`config.mk`:
```
export PLATFORM = sky130hd
export DESIGN_NAME = gate_selftest_ctrl
export DESIGN_NICKNAME = d
export VERILOG_FILES = /design/src/rtl/gate_test_pkg.sv /design/src/rtl/gate_settle_timer.sv /design/src/rtl/gate_selftest_ctrl.sv
export SDC_FILE = /design/constraint.sdc
export NUM_CORES = 1
export LEC_CHECK = 0
export CORE_ASPECT_RATIO = 0.5
export CORE_MARGIN = 2
export CORE_UTILIZATION = 35
export CTS_CLUSTER_DIAMETER = 120
export DETAILED_ROUTE_END_ITERATION = 16
export GPL_TIMING_DRIVEN = 1
export SYNTH_ARGS = -nofsm -noshare
export SYNTH_HDL_FRONTEND = slang
export SYNTH_HIERARCHICAL = 1
export SYNTH_SLANG_ARGS = --single-unit
```
`constraint.sdc`:
```
create_clock -name clk -period 3.2 [get_ports clk]
set_input_delay 0.8 -clock clk [delete_from_list [all_inputs] [get_ports clk]]
set_output_delay 0.8 -clock clk [all_outputs]
set_load 0.05 [all_outputs]
```
`src/rtl/gate_test_pkg.sv`:
```
// Shared types and constants for the 2-input gate self-test sequencer.
package gate_test_pkg;

  // Sequencer states: wait for a run, hold a vector, sample it, report.
  typedef enum logic [1:0] {
    ST_IDLE   = 2'd0,
    ST_SETTLE = 2'd1,
    ST_SAMPLE = 2'd2,
    ST_DONE   = 2'd3
  } state_e;

  // A 2-input gate has exactly four input vectors.
  localparam int NUM_VEC = 4;

  // Expected truth tables: bit i is the gate output for {a,b} = i.
  localparam logic [NUM_VEC-1:0] TT_AND  = 4'b1000;
  localparam logic [NUM_VEC-1:0] TT_NAND = 4'b0111;
  localparam logic [NUM_VEC-1:0] TT_OR   = 4'b1110;
  localparam logic [NUM_VEC-1:0] TT_NOR  = 4'b0001;
  localparam logic [NUM_VEC-1:0] TT_XOR  = 4'b0110;
  localparam logic [NUM_VEC-1:0] TT_XNOR = 4'b1001;

  // Next vector index, wrapping within the four vectors.
  function automatic logic [1:0] next_vec(input logic [1:0] idx);
    return 2'(idx + 2'd1);
  endfunction

endpackage

```
`src/rtl/gate_settle_timer.sv`:
```
// Settle-interval counter: cleared when a vector is applied, counts while
// enabled, and flags the last settle cycle so the FSM can move to SAMPLE.
module gate_settle_timer #(
  parameter int SETTLE_CYCLES = 2,
  parameter int CNT_W         = 4
) (
  input  logic clk,
  input  logic rst_n,
  input  logic clear,
  input  logic en,
  output logic tc
);

  logic [CNT_W-1:0] cnt_q;
  logic [CNT_W-1:0] cnt_d;

  // Clear has priority so a fresh vector always starts its settle at zero.
  always_comb begin
    cnt_d = cnt_q;
    if (clear) begin
      cnt_d = '0;
    end else if (en) begin
      cnt_d = cnt_q + 1'b1;
    end
  end

  // Counter register.
  always_ff @(posedge clk or negedge rst_n) begin
    if (!rst_n) begin
      cnt_q <= '0;
    end else begin
      cnt_q <= cnt_d;
    end
  end

  // Terminal count: the SETTLE cycle in which the next state becomes SAMPLE.
  assign tc = (cnt_q == CNT_W'(SETTLE_CYCLES - 1));

endmodule

```
`src/rtl/gate_selftest_ctrl.sv`:
```
// Exhaustive self-test sequencer for one external 2-input gate. Applies the
// vectors 00,01,10,11, holds each for SETTLE_CYCLES, samples the gate output
// and compares it against a truth table latched at start.
module gate_selftest_ctrl
  import gate_test_pkg::*;
#(
  parameter int SETTLE_CYCLES = 2,  // legal 1..15
  parameter int CNT_W         = 4   // 2**CNT_W must exceed SETTLE_CYCLES
) (
  input  logic               clk,
  input  logic               rst_n,
  input  logic               start,
  input  logic [NUM_VEC-1:0] exp_tt,
  output logic               gate_a,
  output logic               gate_b,
  input  logic               gate_y,
  output logic               busy,
  output logic               done,
  output logic               pass,
  output logic [NUM_VEC-1:0] fail_mask,
  output logic [1:0]         vec_idx
);

  state_e             state_q, state_d;
  logic [1:0]         vec_idx_q, vec_idx_d;
  logic [1:0]         gate_ab_q, gate_ab_d;
  logic [NUM_VEC-1:0] exp_tt_q, exp_tt_d;
  logic [NUM_VEC-1:0] fail_mask_q, fail_mask_d;
  logic               pass_q, pass_d;
  logic               done_q, done_d;
  logic               busy_q, busy_d;

  logic               tmr_clear;
  logic               tmr_en;
  logic               tmr_tc;
  logic [NUM_VEC-1:0] fail_set;
  logic [NUM_VEC-1:0] fail_mask_upd;
  logic               last_vec;

  gate_settle_timer #(
    .SETTLE_CYCLES(SETTLE_CYCLES),
    .CNT_W        (CNT_W)
  ) u_timer (
    .clk  (clk),
    .rst_n(rst_n),
    .clear(tmr_clear),
    .en   (tmr_en),
    .tc   (tmr_tc)
  );

  // Per-vector mismatch: only the vector being sampled can flag. Case
  // inequality makes an X or Z on gate_y count as a failure.
  for (genvar gi = 0; gi < NUM_VEC; gi++) begin : g_cmp
    assign fail_set[gi] = (vec_idx_q == 2'(gi)) && (gate_y !== exp_tt_q[gi]);
  end

  assign fail_mask_upd = fail_mask_q | fail_set;
  assign last_vec      = (vec_idx_q == 2'(NUM_VEC - 1));

  // Next-state and next-output logic. busy/done are computed from the state
  // being entered so their registered copies line up with that state.
  always_comb begin
    state_d     = state_q;
    vec_idx_d   = vec_idx_q;
    gate_ab_d   = gate_ab_q;
    exp_tt_d    = exp_tt_q;
    fail_mask_d = fail_mask_q;
    pass_d      = pass_q;
    done_d      = 1'b0;
    busy_d      = 1'b0;
    tmr_clear   = 1'b0;
    tmr_en      = 1'b0;

    unique case (state_q)
      ST_IDLE: begin
        gate_ab_d = 2'b00;
        if (start) begin
          exp_tt_d    = exp_tt;
          fail_mask_d = '0;
          pass_d      = 1'b0;
          vec_idx_d   = 2'd0;
          tmr_clear   = 1'b1;
          busy_d      = 1'b1;
          state_d     = ST_SETTLE;
        end
      end

      ST_SETTLE: begin
        busy_d = 1'b1;
        tmr_en = 1'b1;
        if (tmr_tc) begin
          state_d = ST_SAMPLE;
        end
      end

      ST_SAMPLE: begin
        fail_mask_d = fail_mask_upd;
        if (last_vec) begin
          // Result includes a mismatch captured in this final sample.
          gate_ab_d = 2'b00;
          pass_d    = (fail_mask_upd == '0);
          done_d    = 1'b1;
          state_d   = ST_DONE;
        end else begin
          vec_idx_d = next_vec(vec_idx_q);
          gate_ab_d = next_vec(vec_idx_q);
          tmr_clear = 1'b1;
          busy_d    = 1'b1;
          state_d   = ST_SETTLE;
        end
      end

      ST_DONE: begin
        // start is deliberately ignored here; a held start is taken in IDLE.
        state_d = ST_IDLE;
      end

      default: begin
        state_d = ST_IDLE;
      end
    endcase
  end

  // State and output registers; async reset aborts a run without a done pulse.
  always_ff @(posedge clk or negedge rst_n) begin
    if (!rst_n) begin
      state_q     <= ST_IDLE;
      vec_idx_q   <= 2'd0;
      gate_ab_q   <= 2'b00;
      exp_tt_q    <= '0;
      fail_mask_q <= '0;
      pass_q      <= 1'b0;
      done_q      <= 1'b0;
      busy_q      <= 1'b0;
    end else begin
      state_q     <= state_d;
      vec_idx_q   <= vec_idx_d;
      gate_ab_q   <= gate_ab_d;
      exp_tt_q    <= exp_tt_d;
      fail_mask_q <= fail_mask_d;
      pass_q      <= pass_d;
      done_q      <= done_d;
      busy_q      <= busy_d;
    end
  end

  // Gate drives come straight from flops, so they only move on clock edges.
  assign gate_a    = gate_ab_q[1];
  assign gate_b    = gate_ab_q[0];
  assign busy      = busy_q;
  assign done      = done_q;
  assign pass      = pass_q;
  assign fail_mask = fail_mask_q;
  assign vec_idx   = vec_idx_q;

endmodule

```
# After elaboration in Yosys (flattened, before gate mapping)
# Index checks and enable logic that the tools add are counted.
# classes
n_eq_ne,15
muxes,23
multipliers,0
bitwise,1
order_cmp,0
addsub,2
n_reduce_logical,14
n_shift,0
div,0
# ops
operator,count
2-bit 2-to-1 mux,6
4-bit 2-to-1 mux,3
2-bit == test (second input constant),4
2-bit inequality test (second input constant),4
2-bit one-hot mux with 2 select lines,2
2-bit one-hot mux with 4 select lines,1
4-bit one-hot mux with 2 select lines,1
1-bit 2-to-1 mux,7
2-bit AND reduction,3
3-bit AND reduction,2
4-bit by 1-bit adder with 4-bit output (second input constant),1
2-bit by 1-bit == test with 1-bit output (second input constant),2
4-bit by 1-bit == test with 1-bit output (second input constant),1
1-bit logical AND,4
2-bit zero test,2
4-bit zero test,1
1-bit !== test,4
4-bit OR,1
1-bit one-hot mux with 2 select lines,2
2-bit nonzero test,2
1-bit one-hot mux with 3 select lines,1
2-bit by 1-bit adder with 2-bit output (second input constant),1
# word_totals
n_memories,0
mem_bits_ro,0
ff_bits,21
output_inout_bits,11
latchBits,0
in_bits,8
ramBits,0
word_cells,64

# Logic depth before layout (Yosys ltp)
# Gate-level depths: netlist of run 1.
# depth
depth_word,6
ltp_mapped,7
ltp_nobuf,6

# Hierarchy
# The synthesis of run 1 kept the hierarchy.
# by_module_without_submodules
mod,instances,seq_area_each_um2,cells_each,area_per_inst_um2
gate_selftest_ctrl,1,425.4,68,834.6
gate_settle_timer,1,100.1,20,221.5

# Least setup slack after synthesis of run 1
# No wires, ideal clock.
# synth_timing
kind,in2reg
from,input start
to,register u_timer.cnt_q[3]
setup_ns,0.125
cell_stages,6
slack_ns,1.246
arrival_ns,1.829
t_required_ns,3.075
path_buffers,1
path_cell_list,or3b_1 > buf_6 > a21boi_4 > inv_1 > nor2_1 > mux2_4
# synth_via
elab_chain_len,3
word_cells_on_any_way,4
cone_classes,mux: 3; reduce/logical: 1
# synth_lines
element,line_no,source
start: declaration,gate_selftest_ctrl.sv:12,"input logic start,"
1-bit 2-to-1 mux (*),gate_selftest_ctrl.sv:77,if (start) begin
1-bit one-hot mux with 2 select lines (*),gate_selftest_ctrl.sv:74,unique case (state_q)
named net tmr_clear,gate_selftest_ctrl.sv:33,logic tmr_clear;
4-bit 2-to-1 mux or 2-bit nonzero test (tied branches),n/a,
end signal: assignment,gate_settle_timer.sv:32,cnt_q <= cnt_d;
end: declaration,gate_settle_timer.sv:14,logic [CNT_W-1:0] cnt_q;
# The timed path passes the listed nets; every way through them passes the cells marked *.
# A chain may end at the register's enable or synchronous reset.

# Final worst setup path of run 1
# layout_timing
from,register vec_idx_q[0] (netlist: vec_idx[0])
to,output vec_idx[0]
# layout_rtl
element,line_no,source
start: declaration,gate_selftest_ctrl.sv:25,"logic [1:0] vec_idx_q, vec_idx_d;"
start signal: assignment,gate_selftest_ctrl.sv:137,vec_idx_q <= vec_idx_d;
end: declaration,gate_selftest_ctrl.sv:21,output logic [1:0] vec_idx
# No word-level cell between the ends.

==> flow_metrics.tcl, run 1 <==
set metrics [dict create \
    status "complete, no violations" \
    rr_worst_depth 5 \
    dr.first_iter.drc_count 37 \
    post_cts_buffers 0 \
    ant_nets 0 \
    die_area_um2 3500 \
    cts-root-buf "clkbuf_8" \
    p_int_w 0.000676 \
    netlist_instances 88 \
    crit_arrival_ns 1.59 \
    yosysSeqAreaShare_pct 49.8 \
    dpl.hpwl_um 1360 \
    worst_pin_slew_ns 0.495 \
    gr-total-overflow 0 \
    synth-seq-cells 21 \
    r2r-end "u_timer/cnt_q[3]$_DFFE_PN0P_" \
    yosysTopAreaCell "dfrtp_1" \
    vias_per_cell 4.77 \
    setup_violations 0 \
    cts.sinks 21 \
    drt-met1-wl_um 911 \
    die_x_um 81.7 \
    leakage_nw 0.619 \
    post-route-period-util_pct 74.7 \
    cts-resized-gates 0 \
    critPathKind "reg2out" \
    path_max_fanout 6 \
    met2RoutedLength_um 846 \
    grtUsageTotal_pct 12.4 \
    cts.clk_slew.worst_paths_ns 0.07 \
    pre_cts_ws_ns 0.526 \
    n_fill_cell 279 \
    switching_share_pct 39.9 \
    cp-startpoint "vec_idx[0]$_DFFE_PN0P_" \
    grt_pass1_wl_um 3300 \
    seq_area_um2 526 \
    clk_path_buf_depth 2 \
    worstPathRequired_ns 2.40 \
    path_buf_inv 1 \
    p_comb_share_pct 44.8 \
    finalWorstSetupSlack_ns 0.811 \
    drt_pass1_iterations 4 \
    ys_types 34 \
    hold_buffers 0 \
    wl_per_cell_um 12.5 \
    tns_ns 0 \
    hold_violations 0 \
    worstReg2RegStart "state_q[0]$_DFFE_PN0P_" \
    rrSetupSlack_ns 1.35 \
    cpPeakStageDelay_ns 0.85 \
    layout-drive-gt1-share_pct 12.0 \
    fin_crit_ns 2.39 \
    io_pins 19 \
    crit_family "buffers and inverters" \
    multi_input_area_um2 482 \
    row_count 14 \
    numPortBuffers 18 \
    drt-total-wl_um 1850 \
    cts_tree "done" \
    finalClockSkew_ns 0.00275 \
    remaining_drc_errors 0 \
    pwr-share-seq_pct 39.8 \
    routed.top_layer "met4" \
    cts_inserted_buffers 3 \
    cp_slowest_cell "clkdlybuf4s50_1" \
    start_kind "flop" \
    grt_max_degree 22 \
    avgSynthCellArea_um2 12.0 \
    maxSlewViolCount 0 \
    fmax_mhz 419 \
    die_y_um 42.8 \
    htree_levels 1 \
    synth_top_area_share_pct 49.8 \
    fin_nets 123 \
    antenna_found_initial 0 \
    gp_congestion 0.695 \
    syn_area_um2 1060 \
    route.vias.total 706 \
    met3WireLength_um 78 \
    syn_nets 102 \
    maxCapViolations 0 \
    diodes 0 \
    fp.coreArea_um2 2940 \
    initial_core_util_pct 35.9 \
    maxSlewHeadroom_pct 66.9 \
    worst_setup_path_end_kind "primary output" \
    rsz0062_at_grt "no" \
    ir_worst_vdd_mv 0.241 \
    p_sw_w 0.000449 \
    clockPowerShare_pct 15.4 \
    critPathCapture "vec_idx[0]" \
    clk_latency_ns 0.26 \
    ys_warn_count 6 \
    p_per_area_nw_per_um2 859 \
    path_cells "clkdlybuf4s50_1" \
    worstHoldPathType "reg2reg" \
    syn2layout_area_growth_pct 24.1 \
    netlist_top_cells_area "dfrtp_1 (50%), ha_1 (7.1%), a21o_1 (4.3%)" \
    cp.depth 1 \
    grt_pass1_vias 715 \
]
## worst min path at each step
stage | cells after the start | from | to
2_1_floorplan | 0 | rst_n | busy$_DFF_PN0_
3_3_place_gp | 1 | gate_ab_q[0]$_DFFE_PN0P_ | gate_ab_q[0]$_DFFE_PN0P_
3_5_place_dp | 1 | gate_ab_q[0]$_DFFE_PN0P_ | gate_ab_q[0]$_DFFE_PN0P_
4_1_cts | 1 | gate_ab_q[0]$_DFFE_PN0P_ | gate_ab_q[0]$_DFFE_PN0P_
5_1_grt | 1 | gate_ab_q[0]$_DFFE_PN0P_ | gate_ab_q[0]$_DFFE_PN0P_
6_report | 1 | gate_ab_q[0]$_DFFE_PN0P_ | gate_ab_q[0]$_DFFE_PN0P_
## flip-flops by register name (all words and copies together), names as in the netlist
register       cells
busy               1
done               1
exp_tt_q           4
fail_mask          4
gate_ab_q          2
pass               1
state_q            2
u_timer/cnt_q      4
vec_idx            2
## metrics by stage
step | hold WS, ns | utilization (%) | total power [W] | instance area, um^2 | std cells
after global routing | 0.522 | 44.5 | 0.00122 | 1310 | 148
after floorplan | 0.499 | - | 0.000841 | 1060 | 88
final | 0.485 | 44.5 | 0.00113 | 1310 | 148
after CTS | 0.494 | 44.5 | 0.00114 | 1310 | 148
after global placement | 0.466 | 42.9 | 0.000959 | 1260 | 144
after detailed placement | 0.476 | 42.9 | 0.000962 | 1260 | 144
## Yosys cell counts, drive strengths merged
cell type and number:
mux2 5, nand2 3, nor2b 2, mux2i 1
or3b 1, dfrtp 21, o31a 1, buf 3
a21boi 4, nand2b 2, xor2 4, a2111o 1
nand3b 1, a32o 1, a21oi 4, a22o 1
or2b 1, and2b 1, nor3b 1, o22ai 1
ha 6, nand4 1, inv 5, nor2 5
a21o 6, a21bo 1, o21ai 2, xnor2 1
nor3 1, o41ai 1
## power groups by stage
stage               Clock [W]  Sequential (W)  Combinational [W]
floorplan                   0        0.000503           0.000338
global placement            0        0.000452           0.000507
detailed placement          0        0.000453           0.000509
CTS                  0.000180        0.000448           0.000511
global route         0.000194        0.000464           0.000557
finish               0.000173        0.000448           0.000504
## placed cells by master, fill, tap and decap left out
| cell | Yosys | routed |
|---|---|---|
| a21boi_4 | 1 | 1 |
| dfrtp_1 | 21 | 21 |
| xnor2_1 | 1 | 1 |
| a22o_1 | 1 | 1 |
| a32o_1 | 1 | 1 |
| clkdlybuf4s50_1 | 0 | 18 |
| mux2_4 | 1 | 1 |
| nand2_1 | 3 | 3 |
| clkinv_2 | 0 | 1 |
| nand4_1 | 1 | 1 |
| mux2i_1 | 1 | 1 |
| nor2_1 | 5 | 5 |
| a21oi_1 | 4 | 4 |
| xor2_1 | 4 | 4 |
| nand2b_1 | 1 | 1 |
| or2b_1 | 1 | 1 |
| o31a_1 | 1 | 1 |
| nor3b_1 | 1 | 1 |
| ha_1 | 6 | 6 |
| and2b_1 | 1 | 1 |
| clkbuf_8 | 0 | 3 |
| o41ai_1 | 1 | 1 |
| or3b_1 | 1 | 1 |
| o21ai_0 | 2 | 2 |
| inv_1 | 5 | 5 |
| a2111o_1 | 1 | 1 |
| a21bo_2 | 1 | 1 |
| mux2_2 | 4 | 4 |
| nor2b_1 | 2 | 2 |
| nand3b_1 | 1 | 1 |
| nor3_1 | 1 | 1 |
| a21o_1 | 6 | 6 |
| o22ai_1 | 1 | 1 |
| a21boi_0 | 3 | 3 |
| buf_4 | 1 | 1 |
| nand2b_4 | 1 | 1 |
## layer usage
layer,vias up,global-route usage (%)
li1,347,-
met1,344,16.7
met2,12,19.5
met3,3,3.83
met4,0,3.00
met5,-,0
## area by class of cell
type	instances	share of cell area, %
clock buffers	3	3.15
multi-input cells	59	36.8
inverters	5	1.43
clock inverters	1	0.382
flip-flops and latches	21	40.1
well taps	40	3.82
repair buffers	19	14.3
## cell families after synthesis
| kind of cell | synth area share, % |
|---|---|
| simple gates | 10.7 |
| fa+ha+maj | 7.11 |
| compound gates | 17.1 |
| buf+inv | 4.62 |
| mux | 6.63 |
| flops | 49.8 |
| xor+xnor | 4.15 |
Note: power is estimated with default switching activity, not from simulation.
==> run 2, diff against run 1 <==
==> constraint.sdc (replaced) <==
create_clock -name clk -period 2.1 [get_ports clk]
set_input_delay 0.525 -clock clk [delete_from_list [all_inputs] [get_ports clk]]
set_output_delay 0.525 -clock clk [all_outputs]
set_load 0.05 [all_outputs]
==> flow_metrics.tcl, run 2 (synthesis gave the netlist of run 1 again) <==
set metrics [dict create \
    wl_per_cell_um 12.2 \
    die_x_um 81.7 \
    fp.coreArea_um2 2940 \
    clk_path_buf_depth 2 \
    numPortBuffers 18 \
    cts-resized-gates 0 \
    maxCapViolations 0 \
    remaining_drc_errors 0 \
    crit_arrival_ns 1.50 \
    critPathKind "reg2out" \
    hold_buffers 0 \
    p_comb_share_pct 46.0 \
    grtUsageTotal_pct 12.3 \
    clockPowerShare_pct 15.2 \
    syn2layout_area_growth_pct 27.4 \
    cp_slowest_cell "clkdlybuf4s50_1" \
    antenna_found_initial 0 \
    grt_pass1_wl_um 3210 \
    cts_inserted_buffers 3 \
    maxSlewHeadroom_pct 67.0 \
    start_kind "flop" \
    dpl.hpwl_um 1370 \
    route.vias.total 705 \
    maxSlewViolCount 0 \
    tns_ns 0 \
    worstReg2RegStart "vec_idx[0]$_DFFE_PN0P_" \
    cts.sinks 21 \
    diodes 0 \
    dr.first_iter.drc_count 25 \
    whs_path_depth 1 \
    rsz0062_at_grt "no" \
    fmax_mhz 493 \
    cpPeakStageDelay_ns 0.82 \
    setup_violations 0 \
    vias_per_cell 4.61 \
    cts-root-buf "clkbuf_8" \
    p_sw_w 0.000684 \
    path_max_fanout 5 \
    hold_violations 0 \
    status "complete, no violations" \
    whs_ns 0.492 \
    cts.clk_slew.worst_paths_ns 0.08 \
    crit_family "buffers and inverters" \
    clk_latency_ns 0.26 \
    switching_share_pct 39.2 \
    pwr-share-seq_pct 38.8 \
    ir_worst_vdd_mv 0.344 \
    fin_crit_ns 2.03 \
    fin_util_pct 45.7 \
    drt-total-wl_um 1870 \
    die_area_um2 3500 \
    fin_nets 128 \
    leakage_nw 0.644 \
    die_y_um 42.8 \
    r2r-end "pass$_DFFE_PN0P_" \
    worst_setup_path_end_kind "primary output" \
    p_int_w 0.00106 \
    cts_tree "done" \
    post-route-period-util_pct 96.5 \
    finalClockSkew_ns 0.00273 \
    rr_worst_depth 4 \
    path_buf_inv 1 \
    worst_pin_slew_ns 0.493 \
    final_common_cell "dfrtp_1" \
    worstHoldPathType "reg2reg" \
    worstPathRequired_ns 1.57 \
    layout-drive-gt1-share_pct 16.8 \
    drt_pass1_iterations 4 \
    p_per_area_nw_per_um2 1300 \
    post_cts_buffers 0 \
    gr-total-overflow 0 \
    htree_levels 1 \
    grt_pass1_vias 743 \
    worstHoldStart "gate_ab_q[0]$_DFFE_PN0P_" \
    io_pins 19 \
    grt_max_degree 22 \
    final_cell_mix "dfrtp_1 (21), clkdlybuf4s50_1 (17), buf_4 (7)" \
    path_cells "clkdlybuf4s50_1" \
    rrSetupSlack_ns 0.49 \
    ant_nets 0 \
    row_count 14 \
    hold_end "gate_ab_q[0]$_DFFE_PN0P_" \
    initial_core_util_pct 35.9 \
    gp_congestion 0.704 \
]
[run 2: worst reg2reg max path: cells and delay by family, from the launching register on]
kind                       cells  cell delay [ns]
AOI/OAI and AO/OA              2             0.62
DFF                            1             0.45
adders and majority gates      1             0.29
buffers and inverters          1             0.14
[run 2: how the worst max path moves through the flow]
| stage | from | endpoint | slack, ns | cells past startpoint |
|---|---|---|---|---|
| after floorplan | vec_idx[0]$_DFFE_PN0P_ | pass$_DFFE_PN0P_ | 0.35 | 4 |
| after global placement | start | u_timer/cnt_q[3]$_DFFE_PN0P_ | 0.07 | 6 |
| after detailed placement | start | u_timer/cnt_q[3]$_DFFE_PN0P_ | 0.02 | 6 |
| after CTS | vec_idx[1]$_DFFE_PN0P_ | vec_idx[1] | 0.05 | 1 |
| after global routing | vec_idx[1]$_DFFE_PN0P_ | vec_idx[1] | 0.01 | 1 |
| final | vec_idx[1]$_DFFE_PN0P_ | vec_idx[1] | 0.07 | 1 |
[run 2: through the flow]
stage	power, W	worst slack, ns	cells	instance area, um^2
3_3_place_gp	0.00149	0.0715	149	1300
2_1_floorplan	0.00128	0.354	88	1060
3_5_place_dp	0.00150	0.0189	149	1300
6_report	0.00175	0.0725	153	1350
4_1_cts	0.00177	0.0546	153	1350
5_1_grt	0.00189	0.00952	153	1350
[run 2: power by group through the flow]
stage | Sequential, W | Clock [W] | Combinational [W]
after floorplan | 0.000767 | 0 | 0.000515
after global placement | 0.000684 | 0 | 0.000804
after detailed placement | 0.000687 | 0 | 0.000810
after CTS | 0.000680 | 0.000275 | 0.000815
after global routing | 0.000707 | 0.000294 | 0.000886
final | 0.000677 | 0.000265 | 0.000804
[run 2: cell type report]
type	count	area, um^2
Clock buffer	3	41.3
Clock inverter	1	5.00
Fill cell	280	1600
Inverter	5	18.8
Multi-Input combinational cell	59	482
Sequential cell	21	526
Tap cell	40	50.0
Timing Repair Buffer	24	223
[run 2: per-layer routing]
layer	up-vias	GRT usage, %	part of all wire [%]
met5	-	0	0
met2	10	18.7	45
met4	0	3.00	0.86
met3	2	4.47	4.6
li1	354	-	-
met1	339	16.8	50
==> run 3, diff against run 2 <==
--- a/config.mk
+++ b/config.mk
@@ -5,6 +5,7 @@
 export SDC_FILE = /design/constraint.sdc
 export NUM_CORES = 1
 export LEC_CHECK = 0
+export CAP_MARGIN = 15
 export CORE_ASPECT_RATIO = 0.5
 export CORE_MARGIN = 2
 export CORE_UTILIZATION = 35
@@ -15,3 +16,4 @@
 export SYNTH_HDL_FRONTEND = slang
 export SYNTH_HIERARCHICAL = 1
 export SYNTH_SLANG_ARGS = --single-unit
+export TNS_END_PERCENT = 1
==> results of run 3 <==
Same layout as run 2: the final DEF is identical, and so are final timing and power.
